## src/rtl/rf_wport_arbiter.sv

```systemverilog
// Register-file write-port arbiter: writeback has priority, long-latency writes are buffered
// and drained into idle cycles. Define RFWA_BYPASS_EN for zero-latency LL writes when idle.
module rf_wport_arbiter #(
  parameter int unsigned DATA_WIDTH    = 32,
  parameter int unsigned RF_ADDR_WIDTH = 5,
  parameter int unsigned DEPTH         = 4,
  parameter int unsigned STARVE_LIMIT  = 8
) (
  input  logic                     i_CLK,
  input  logic                     i_RST,
  input  logic                     i_RegWriteWB,
  input  logic [RF_ADDR_WIDTH-1:0] i_WriteRegWB,
  input  logic [DATA_WIDTH-1:0]    i_ResultWB,
  input  logic                     i_LLValid,
  input  logic [RF_ADDR_WIDTH-1:0] i_LLReg,
  input  logic [DATA_WIDTH-1:0]    i_LLData,
  output logic                     o_LLReady,
  input  logic [RF_ADDR_WIDTH-1:0] i_RsD,
  input  logic [RF_ADDR_WIDTH-1:0] i_RtD,
  output logic                     o_RegWriteW,
  output logic [RF_ADDR_WIDTH-1:0] o_WriteRegW,
  output logic [DATA_WIDTH-1:0]    o_ResultW,
  output logic                     o_PendHitD,
  output logic                     o_StallReq
);

  localparam int unsigned PTR_W  = (DEPTH > 1) ? $clog2(DEPTH) : 1;
  localparam int unsigned CNT_W  = PTR_W + 1;
  localparam int unsigned SCNT_W = (STARVE_LIMIT > 1) ? $clog2(STARVE_LIMIT + 1) : 1;
  localparam logic [SCNT_W-1:0] LIMIT  = SCNT_W'(STARVE_LIMIT);
  localparam logic [CNT_W-1:0]  DEPTHC = CNT_W'(DEPTH);

  typedef enum logic [1:0] {ST_IDLE, ST_WAIT, ST_STALL} state_t;

  logic [RF_ADDR_WIDTH-1:0] r_fifo_reg  [DEPTH];
  logic [DATA_WIDTH-1:0]    r_fifo_data [DEPTH];
  logic [PTR_W-1:0]         r_wptr, r_rptr;
  logic [CNT_W-1:0]         r_count;
  logic [SCNT_W-1:0]        r_starve;
  state_t                   r_state;

  logic             w_wb_req, w_empty, w_full, w_head_gnt, w_byp, w_enq, w_deq;
  logic [CNT_W-1:0] w_count_next;

  assign w_wb_req   = i_RegWriteWB && (i_WriteRegWB != '0);
  assign w_empty    = (r_count == '0);
  assign w_full     = (r_count == DEPTHC);
  assign w_head_gnt = !w_wb_req && !w_empty;
  assign w_deq      = w_head_gnt;
  assign o_LLReady  = !w_full;

`ifdef RFWA_BYPASS_EN
  assign w_byp = !w_wb_req && w_empty && i_LLValid && (i_LLReg != '0);
`else
  assign w_byp = 1'b0;
`endif

  // LL writes to register 0 complete the handshake but are dropped here
  assign w_enq = i_LLValid && !w_full && (i_LLReg != '0) && !w_byp;

  always_comb begin
    w_count_next = r_count;
    if (w_enq && !w_deq) w_count_next = r_count + CNT_W'(1);
    else if (!w_enq && w_deq) w_count_next = r_count - CNT_W'(1);
  end

  // Write-port mux: WB, then FIFO head, then (optionally) same-cycle LL bypass
  always_comb begin
    o_RegWriteW = 1'b0;
    o_WriteRegW = '0;
    o_ResultW   = '0;
    if (w_wb_req) begin
      o_RegWriteW = 1'b1;
      o_WriteRegW = i_WriteRegWB;
      o_ResultW   = i_ResultWB;
    end else if (!w_empty) begin
      o_RegWriteW = 1'b1;
      o_WriteRegW = r_fifo_reg[r_rptr];
      o_ResultW   = r_fifo_data[r_rptr];
    end else if (w_byp) begin
      o_RegWriteW = 1'b1;
      o_WriteRegW = i_LLReg;
      o_ResultW   = i_LLData;
    end
  end

  // Entry i is live when its distance from the read pointer is below the count
  always_comb begin
    o_PendHitD = 1'b0;
    for (int i = 0; i < int'(DEPTH); i++) begin
      logic [PTR_W-1:0] w_off;
      w_off = PTR_W'(i) - r_rptr;
      if ((CNT_W'(w_off) < r_count) &&
          (((i_RsD != '0) && (i_RsD == r_fifo_reg[i])) ||
           ((i_RtD != '0) && (i_RtD == r_fifo_reg[i]))))
        o_PendHitD = 1'b1;
    end
  end

  always_ff @(posedge i_CLK) begin
    if (w_enq) begin
      r_fifo_reg[r_wptr]  <= i_LLReg;
      r_fifo_data[r_wptr] <= i_LLData;
    end
  end

  always_ff @(posedge i_CLK or negedge i_RST) begin
    if (!i_RST) begin
      r_wptr  <= '0;
      r_rptr  <= '0;
      r_count <= '0;
    end else begin
      if (w_enq) r_wptr <= r_wptr + PTR_W'(1);
      if (w_deq) r_rptr <= r_rptr + PTR_W'(1);
      r_count <= w_count_next;
    end
  end

  // Starvation tracker: counts consecutive cycles the buffered head loses to writeback
  always_ff @(posedge i_CLK or negedge i_RST) begin
    if (!i_RST) begin
      r_state  <= ST_IDLE;
      r_starve <= '0;
    end else begin
      case (r_state)
        ST_IDLE: begin
          r_starve <= '0;
          if (w_count_next != '0) r_state <= ST_WAIT;
        end
        ST_WAIT: begin
          if (w_head_gnt) begin
            r_starve <= '0;
            if (w_count_next == '0) r_state <= ST_IDLE;
          end else if (w_empty) begin
            r_starve <= '0;
            r_state  <= ST_IDLE;
          end else begin
            r_starve <= r_starve + SCNT_W'(1);
            if (r_starve + SCNT_W'(1) >= LIMIT) r_state <= ST_STALL;
          end
        end
        ST_STALL: begin
          if (w_head_gnt) begin
            r_starve <= '0;
            r_state  <= (w_count_next == '0) ? ST_IDLE : ST_WAIT;
          end
        end
        default: begin
          r_starve <= '0;
          r_state  <= ST_IDLE;
        end
      endcase
    end
  end

  assign o_StallReq = (r_state == ST_STALL);

endmodule

```

## config.mk

```make
export PLATFORM = sky130hd
export DESIGN_NAME = rf_wport_arbiter
export DESIGN_NICKNAME = d
export VERILOG_FILES = /design/src/rtl/rf_wport_arbiter.sv
export SDC_FILE = /design/constraint.sdc
export NUM_CORES = 1
export LEC_CHECK = 0
export ABC_CLOCK_PERIOD_IN_PS = 5800
export CAP_MARGIN = 20
export CORE_UTILIZATION = 33
export CTS_CLUSTER_DIAMETER = 150
export DETAILED_ROUTE_END_ITERATION = 6
export GPL_TIMING_DRIVEN = 0
export MAX_ROUTING_LAYER = met4
export SYNTH_ARGS = -nofsm -noshare
export SYNTH_HDL_FRONTEND = slang
export SYNTH_SLANG_ARGS = --single-unit
```

## constraint.sdc

```tcl
create_clock -name i_CLK -period 5.8 [get_ports i_CLK]
set_input_delay 0.58 -clock i_CLK [delete_from_list [all_inputs] [get_ports i_CLK]]
set_output_delay 0.58 -clock i_CLK [all_outputs]
set_load 0.005 [all_outputs]
```

# == Yosys cells after proc, flatten, opt, wreduce, memory -nomap -nowiden ==
# Memory sizes are Yosys's and may differ from the RTL's.
# Index checks and enable logic that the tools add are counted.
# classes
n_eq_ne,15
add_sub_neg,9
reduce_logical,36
magnitude_cmp,5
n_mux,26
# op_table
operator,count
$mux W32,2
$eq A5 B5 Y1,8
$reduce_bool A5 Y1,4
$logic_and A1 B1 Y1,18
$lt A2 B3 Y1,4
$mux W2,6
$mux W4,3
$mux W5,2
$mux W1,9
$pmux W4 S2,1
$logic_not A3 Y1,2
$mux W3,2
$pmux W2 S3,1
$logic_not A1 Y1,5
$add A2 B1 Y2 const B,2
$add A4 B1 Y4 const B,1
$ge A4 B4 Y1 const B,1
$logic_or A1 B1 Y1,4
$ne A4 B4 Y1 const B,1
$reduce_and A4 Y1,1
$sub A1 B2 Y2 const A,2
$sub A2 B2 Y2 const A,2
$add A3 B1 Y3 const B,1
$eq A3 B3 Y1 const B,1
other kinds (8),8
# totals
ff_bits,13
elab_cells,98
ram_bits,148
n_memories,2
output_inout_bits,41
# mem_list
name,depth,word_bits,read_ports,rd_clocked_by_memory_dff,write_ports,line_no,source
r_fifo_data,4,32,1,0,1,36,logic [DATA_WIDTH-1:0] r_fifo_data [DEPTH];
r_fifo_reg,4,5,5,0,1,35,logic [RF_ADDR_WIDTH-1:0] r_fifo_reg [DEPTH];

# == Longest topological paths before layout ==
# Gate-level depths: netlist of run 1.
# logic_depth
ltp_word,12
mapped_depth,10
depth_no_buf,8

# == Worst setup path before layout of run 1 ==
# OpenSTA, ideal clock, no wires.
# synth_path
path_type,register -> register
from,reg r_count[0]
to,"mem r_fifo_data[0][0], enable pin"
arrival_ns,2.395
required_time_ns,5.402
n_path_buf,2
stages_incl_launch_ff,8
setup_slack_ns,3.007
setup_ns,0.398
period_less_slack_ns,2.793
path_cell_list,dfrtp_1 clkbuf_1 inv_1 ha_1 nand2_1 o311a_1 clkbuf_1 and2_1
# synth_between
elab_chain_cells,6
# synth_lines
element,line_no,source
start: declaration,38,logic [CNT_W-1:0] r_count;
start signal: assignment,115,r_count <= w_count_next;
$eq A3 B3 Y1,47,assign w_full = (r_count == DEPTHC);
$logic_not A1 Y1,--,
net o_LLReady,17,"output logic o_LLReady,"
$logic_and A1 B1 Y1 (2 in series),59,assign w_enq = i_LLValid && !w_full && (i_LLReg != '0) && !w_byp;
$mux W1,101,if (w_enq) begin
$mux W1 (implied by the code),103,r_fifo_data[r_wptr] <= i_LLData;
end: declaration,36,
# The timed path passes the listed nets, and every way through them passes these cells.

# == Final worst setup path of run 1 ==
# layout_path
from,in i_WriteRegWB[0]
to,out o_ResultW[24]
# layout_between
elab_chain_cells,3
# layout_lines
element,line_no,source
start: declaration,12,"input logic [RF_ADDR_WIDTH-1:0] i_WriteRegWB,"
$reduce_bool A5 Y1,45,assign w_wb_req = i_RegWriteWB && (i_WriteRegWB != '0);
$logic_and A1 B1 Y1,45,
$mux W32,72,if (w_wb_req) begin
end: declaration,22,"output logic [DATA_WIDTH-1:0] o_ResultW,"
# Every way passes these cells.

==> impl_summary.txt, run 1 <==
----------------------------------------------------
[Status]
  Result of the run ... finished clean

[Clock tree]
  Maximum level of the CTS H-tree ... 4
  Clock latency on the worst-skew pair ... 0.42 ns
  Clock Sink Count ... 161
  Total clock buffers created by CTS ... 17
  Hold_buf cts ... 0
  Clock tree from TritonCTS ... yes
  Postcts setup bufs ... 0
  Clock root cell ... clkbuf_16
  Number of resized instances in the post-cts repair step ... 0
  Clk slew on worst S/H paths ... 0.07 ns
  Maximum count of clock buffers along a single path ... 2

[GRT]
  First-pass GRT wire length ... 25100 um
  Antenna violations before repair ... 1
  Global routing usage summed across all routing layers ... roughly 16%
  Number of global-route vias before repair ... 4568
  Largest net degree at the start of global routing ... 24
  Overflow after GRT ... 0

[Worst setup path]
  Nature of the critical path endpoint ... output port
  Worst setup slack for register-to-register paths ... between 2 and 3 ns
  Worst reg2reg path startpoint ... r_count[0]
  Reg-to-Reg End ... r_fifo_data[1][5]
  Maximum fanout encountered on the critical timing path ... 10
  Kind of critical path ... input port to output port
  Depth of the worst register-to-register path ... 8
  Worst setup SP type ... input port
  Data required time of the worst path ... 5.22 ns
  Critical path data arrival time ... 3.55 ns

[Timing]
  Summed negative setup slack over all endpoints ... 0 ns
  Final-report hold violation count ... 0
  RSZ-0062 raised after global routing ... false
  Slew at the pin closest to its max-slew limit ... 0.941 ns
  Final setup margin ... 1.67 ns
  Final number of setup-violating endpoints ... 0
  Worst hold margin ... slightly below 0.5 ns
  Setup clock skew after layout ... 0.0132 ns
  F_max ... 0.242 GHz
  Number of slew-limit violations in the final report ... 0
  Fin crit period ... 4.13 ns
  Headroom to the max-slew limit ... 37.3%
  Share of the clock period used by the worst path ... 71.2%

[Cells and area]
  Max FFs per register ... 128
  Net total in the final layout ... 656
  Leading cell type in the layout, fill and taps excluded ... edfxtp_1
  Most frequent cells in the layout ... edfxtp_1 (148), clkdlybuf4s50_1 (118), a22o_1 (38), mux4_2 (37), xnor2_1 (29)
  Area Overhead vs Synth ... 30.5%
  Area of all placed cells without fillers ... 9330 um2
  Layout fillers ... roughly 1800
  Share of layout cells above drive strength 1 ... 14.2%

[Die]
  Initial Util ... 33.8%
  Placeable Area ... around 21000 um2
  Die Outline Area ... 22300 um2
  Floorplan die height ... 149 um
  Chip Width ... 149 um
  Std-Cell Rows ... 53
  IO Pins ... around 130

[Detailed routing]
  Drt first-iter violations ... 262
  Detailed-router iteration count before antenna repair ... 4
  Post-detailed-route wirelength per cell ... 19.4 um
  Total via count in the routed design ... 4257
  Via-per-instance ratio ... a little over 5
  Remaining antenna violation count after routing ... 0
  Final routed wirelength across all metal layers ... 16400 um
  Residual DRC ... 0

[Power]
  Cell internal pwr ... 2820 uW
  Portion of total power attributed to sequential cells ... 39.4%
  PwrDens ... roughly 440 nW/um2
  Switching power total ... 1250 uW
  Leakage ... 0.00314 uW
  IR drop worst, VDD ... 0.198 mV
  Combinational share of power ... 34.5%
  Proportion of power drawn by the clock network ... about a quarter
  Switching power share of the total ... 30.8%

[Logic synthesis]
  Sequential share of the synthesized area ... 66.7%
  Post-synthesis instance area ... 7150 um2
  Count of cell types in the netlist ... 38
  Count of mapped cells out of synthesis ... 415
  Total nets after synthesis ... a little over 500
  Flops & latches, synth ... 161
  Post-synth top flop ... edfxtp_1
  Number of warning messages in the yosys log ... 0
  Async set-reset flop share out of synthesis ... 8.07%
  Number of flops mapped to enable cells by yosys ... 148
  Mean area per synthesized cell ... 17.2 um2

[Placement]
  RePlAce Congestion ... 0.931
  Minimum setup slack after placement ... 1.63 ns
  Count of buffers inserted at the top-level ports ... 118
  Total cell area at the placement stage ... 8760 um2
  Sum of net half-perimeters after detailed placement ... around 11000 um

[Worst hold path]
  WHS Endpoint ... r_starve[2]
  Hold Path Class ... flop to flop
  Hold Path Stages ... 1
  Hold_sp ... r_starve[2]

[Run]
  Max capacitance violation total ... 0

----------------------------------------------------
synthesized netlist by cell type, types with 7 or more instances:
cell type	number	area [um2]
nand3_1	10	50.1
ha_1	12	150
o21ai_0	7	35.0
nor4_1	8	50.1
xor2_1	17	149
dfrtp_1	13	325
edfxtp_1	148	4440
xnor2_1	29	254
nand2_1	13	48.8
mux4_2	37	833
a22o_1	38	333
clkbuf_1	22	82.6
per-layer routing:
layer | global-route usage, % | vias to the layer above | share of wire [%]
met3 | 3.76 | 13 | 4.5
met5 | - | - | 0
li1 | - | 1942 | -
met2 | 25.7 | 121 | 49
met4 | 4.39 | 0 | 1.1
met1 | 19.9 | 2181 | 45
through the flow:
step / std cells / power [uW] / util, %
6_report: 845 / 4070 / 44.1
5_1_grt: 845 / 4290 / 44.1
3_3_place_gp: 808 / 3000 / 41.0
4_1_cts: 844 / 4120 / 44.1
2_1_floorplan: 415 / 2460 / -
3_5_place_dp: 812 / 3050 / 41.4
how the worst max path moves through the flow:
stage,start,to,slack (ns),cells past startpoint
4_1_cts,i_WriteRegWB[0],o_ResultW[24],1.61,9
5_1_grt,i_WriteRegWB[0],o_ResultW[24],1.44,9
3_3_place_gp,i_LLReg[3],r_fifo_data[0][3],1.68,5
3_5_place_dp,i_WriteRegWB[0],o_WriteRegW[0],1.63,9
6_report,i_WriteRegWB[0],o_ResultW[24],1.67,9
2_1_floorplan,r_count[0],r_fifo_data[0][0],3.01,7
cell type report:
cell class / instances / area [um2] / area share (%)
diodes: 1 / 2.50 / 0.0268
multi-input cells: 218 / 2240 / 24.0
clock inverters: 15 / 141 / 1.52
plain buffers: 30 / 121 / 1.30
repair buffers: 122 / 1260 / 13.5
clock buffers: 17 / 425 / 4.56
flip-flops and latches: 161 / 4770 / 51.1
well taps: 275 / 344 / 3.69
inverters: 6 / 22.5 / 0.241
critical path, stage by stage:
cell	delay, ns
clkdlybuf4s50_1	0.44
or3_4	0.42
o31a_1	0.26
buf_6	0.15
nor2_1	0.11
buf_2	0.30
buf_1	0.51
a22o_1	0.25
clkdlybuf4s50_1	0.51
power by group through the flow:
stage	sequential, uW	combinational, uW	clock (uW)
2_1_floorplan	1610	852	0
3_3_place_gp	1630	1370	0
3_5_place_dp	1630	1420	0
4_1_cts	1610	1440	1080
5_1_grt	1620	1540	1130
6_report	1600	1400	1060
cell families after synthesis:
kind of cell / share of synthesized area, %
muxes: 11.7
xor gates and xnor gates: 5.64
adders and majority gates: 2.10
DFF: 66.7
and+or+nand+nor: 4.67
AOI/OAI and AO/OA: 7.21
buffers and inverters: 2.01
(Power assumes the default switching activity.)
==> inputs of run 2 (changes only) <==
--- a/config.mk
+++ b/config.mk
@@ -5,7 +5,7 @@
 export SDC_FILE = /design/constraint.sdc
 export NUM_CORES = 1
 export LEC_CHECK = 0
-export ABC_CLOCK_PERIOD_IN_PS = 5800
+export ABC_CLOCK_PERIOD_IN_PS = 4000
 export CAP_MARGIN = 20
 export CORE_UTILIZATION = 33
 export CTS_CLUSTER_DIAMETER = 150
==> constraint.sdc (replaced) <==
create_clock -name i_CLK -period 4 [get_ports i_CLK]
set_input_delay 0.4 -clock i_CLK [delete_from_list [all_inputs] [get_ports i_CLK]]
set_output_delay 0.4 -clock i_CLK [all_outputs]
set_load 0.005 [all_outputs]
==> impl_summary.txt, run 2 (synthesis results as in run 1) <==
----------------------------------------------------
[Status]
  Result of the run ... finished clean

[Placement]
  RePlAce Congestion ... 0.931
  Minimum setup slack after placement ... 0.191 ns
  Number of cells after detailed placement ... 812
  Sum of net half-perimeters after detailed placement ... 11400 um
  Count of buffers inserted at the top-level ports ... 118

[Worst setup path]
  Worst setup SP type ... flop
  Depth of the worst register-to-register path ... 8
  CP Buf/Inv Count ... 5
  Kind of critical path ... flop to output port
  Ordered list of cells on the worst path ... clkbuf_1 > inv_1 > ha_1 > nor2b_1 > nor2_1 > buf_2 > clkbuf_2 > a22o_1 > clkdlybuf4s50_1
  Reg-to-Reg End ... r_fifo_data[1][5]
  Crit-path max cell delay ... 0.51 ns
  Critical path data arrival time ... 3.17 ns
  Data required time of the worst path ... 3.60 ns
  Worst setup slack for register-to-register paths ... around 1.1 ns
  Maximum fanout encountered on the critical timing path ... 10
  Master of the slowest instance on the critical path ... clkdlybuf4s50_1
  Worst reg2reg path startpoint ... r_count[0]
  Family with the most delay on the worst path ... buffers and inverters
  Nature of the critical path endpoint ... output port

[Detailed routing]
  Remaining antenna violation count after routing ... 0
  Residual DRC ... 0
  Drt first-iter violations ... 262
  Via-per-instance ratio ... 5.04
  Detailed-router iteration count before antenna repair ... 4
  Final routed wirelength across all metal layers ... 16400 um
  Post-detailed-route wirelength per cell ... ~19 um
  Total via count in the routed design ... 4260

[GRT]
  Global routing usage summed across all routing layers ... between 15 and 20%
  Largest net degree at the start of global routing ... 24
  First-pass GRT wire length ... 25100 um
  Antenna violations before repair ... 1
  Overflow after GRT ... 0
  Number of global-route vias before repair ... 4568

[Cells and area]
  Leading cell type in the layout, fill and taps excluded ... edfxtp_1
  Share of layout cells above drive strength 1 ... 14.6%
  Layout fillers ... approximately 1800
  Max FFs per register ... 128
  Area Overhead vs Synth ... 30.5%
  Most frequent cells in the layout ... edfxtp_1 (148), clkdlybuf4s50_1 (118), a22o_1 (38), mux4_2 (37), xnor2_1 (29)
  Fin cells ... 845
  Net total in the final layout ... 656
  Final core utilization ... 44.1%
  Multi-input logic area ... 2240 um2
  Combined flip-flop and latch cell area ... 4770 um2

[Die]
  Die Outline Area ... 22300 um2
  Chip Width ... 149 um
  Std-Cell Rows ... 53
  Floorplan die height ... about 150 um
  IO Pins ... 129
  Initial Util ... 33.8%
  Placeable Area ... between 20000 and 25000 um2

[Timing]
  Headroom to the max-slew limit ... 37.3%
  Final number of setup-violating endpoints ... 0
  Number of slew-limit violations in the final report ... 0
  Summed negative setup slack over all endpoints ... 0 ns
  Setup clock skew after layout ... approximately 0.013 ns
  RSZ-0062 raised after global routing ... false
  Share of the clock period used by the worst path ... 89.2%
  Slew at the pin closest to its max-slew limit ... 0.941 ns
  Final-report hold violation count ... 0
  Final setup margin ... 0.431 ns
  F_max ... 0.280 GHz
  Fin crit period ... 3.57 ns

[Worst hold path]
  Hold Path Class ... input port to async pin

[Power]
  Portion of total power attributed to sequential cells ... 39.4%
  Leakage ... ~0.0031 uW
  PwrDens ... approximately 630 nW/um2
  Switching power share of the total ... around 30%
  Switching power total ... roughly 1800 uW
  Proportion of power drawn by the clock network ... 26.1%
  Combinational share of power ... approximately 35%
  Cell internal pwr ... 4080 uW
  IR drop worst, VDD ... roughly 0.29 mV

[Clock tree]
  Clock root cell ... clkbuf_16
  Clock latency on the worst-skew pair ... 0.42 ns
  Clk slew on worst S/H paths ... around 0.070 ns
  Postcts setup bufs ... 0
  Maximum count of clock buffers along a single path ... 2
  Maximum level of the CTS H-tree ... 4
  Clock Sink Count ... 161
  Total clock buffers created by CTS ... 17
  Clock tree from TritonCTS ... yes

[Run]
  Max capacitance violation total ... 0

----------------------------------------------------
[run 2: cell types whose count changed in the layout (fill, tap and decap cells not counted)]
cell	before	now
buf_1	6	4
clkbuf_2	0	2
[run 2: power groups by stage]
stage / Combinational, uW / Clock (uW) / Sequential, uW
2_1_floorplan: 1230 / 0 / 2330
3_3_place_gp: 1990 / 0 / 2370
3_5_place_dp: 2060 / 0 / 2360
4_1_cts: 2080 / 1570 / 2330
5_1_grt: 2230 / 1630 / 2360
6_report: 2040 / 1540 / 2320
[run 2: per-layer routing]
layer | routed length, um | track usage [%]
met3 | 747 | 3.76
met5 | 0 | -
met2 | 8050 | 25.7
met4 | 181 | 4.39
met1 | 7400 | 19.9
[run 2: worst max path at each step]
stage,startpoint,endpoint,cells after the start
2_1_floorplan,r_count[0],r_fifo_data[0][0],7
3_3_place_gp,i_LLReg[3],r_fifo_data[0][3],5
3_5_place_dp,i_WriteRegWB[0],o_WriteRegW[0],9
4_1_cts,r_count[0],o_ResultW[24],9
5_1_grt,r_rptr[0],o_ResultW[24],5
6_report,r_count[0],o_ResultW[24],9
[run 2: metrics by stage]
stage	power, uW	hold WS (ns)	area, um2
after floorplan	3570	0.104	7150
after global placement	4350	0.479	8670
after detailed placement	4430	0.481	8760
after CTS	5980	0.374	9330
after global routing	6220	0.409	9330
final	5900	0.363	9330
[run 2: layout make-up]
| cell class | instances | area share (%) |
|---|---|---|
| sequential | 161 | 51.1 |
| multi-input combinational | 218 | 24.0 |
| timing repair buffer | 122 | 13.5 |
| clock buffer | 17 | 4.56 |
| tap | 275 | 3.69 |
| clock inverter | 15 | 1.52 |
| buffer | 30 | 1.33 |
| inverter | 6 | 0.241 |
| antenna | 1 | 0.0268 |
[run 2: timing repair]
| item | in CTS | in global routing |
|---|---|---|
| endpoints found under the setup margin | 0 | 20 |
| hold buffers | 0 | 0 |
| resized for setup | 0 | 2 |
==> inputs of run 3 (changes only) <==
--- a/config.mk
+++ b/config.mk
@@ -8,10 +8,11 @@
 export ABC_CLOCK_PERIOD_IN_PS = 4000
 export CAP_MARGIN = 20
 export CORE_UTILIZATION = 33
-export CTS_CLUSTER_DIAMETER = 150
 export DETAILED_ROUTE_END_ITERATION = 6
+export GPL_ROUTABILITY_DRIVEN = 0
 export GPL_TIMING_DRIVEN = 0
 export MAX_ROUTING_LAYER = met4
+export SLEW_MARGIN = 0
 export SYNTH_ARGS = -nofsm -noshare
 export SYNTH_HDL_FRONTEND = slang
 export SYNTH_SLANG_ARGS = --single-unit
==> results of run 3 <==
Same layout as run 2: the final DEF is identical, and so are final timing and power.
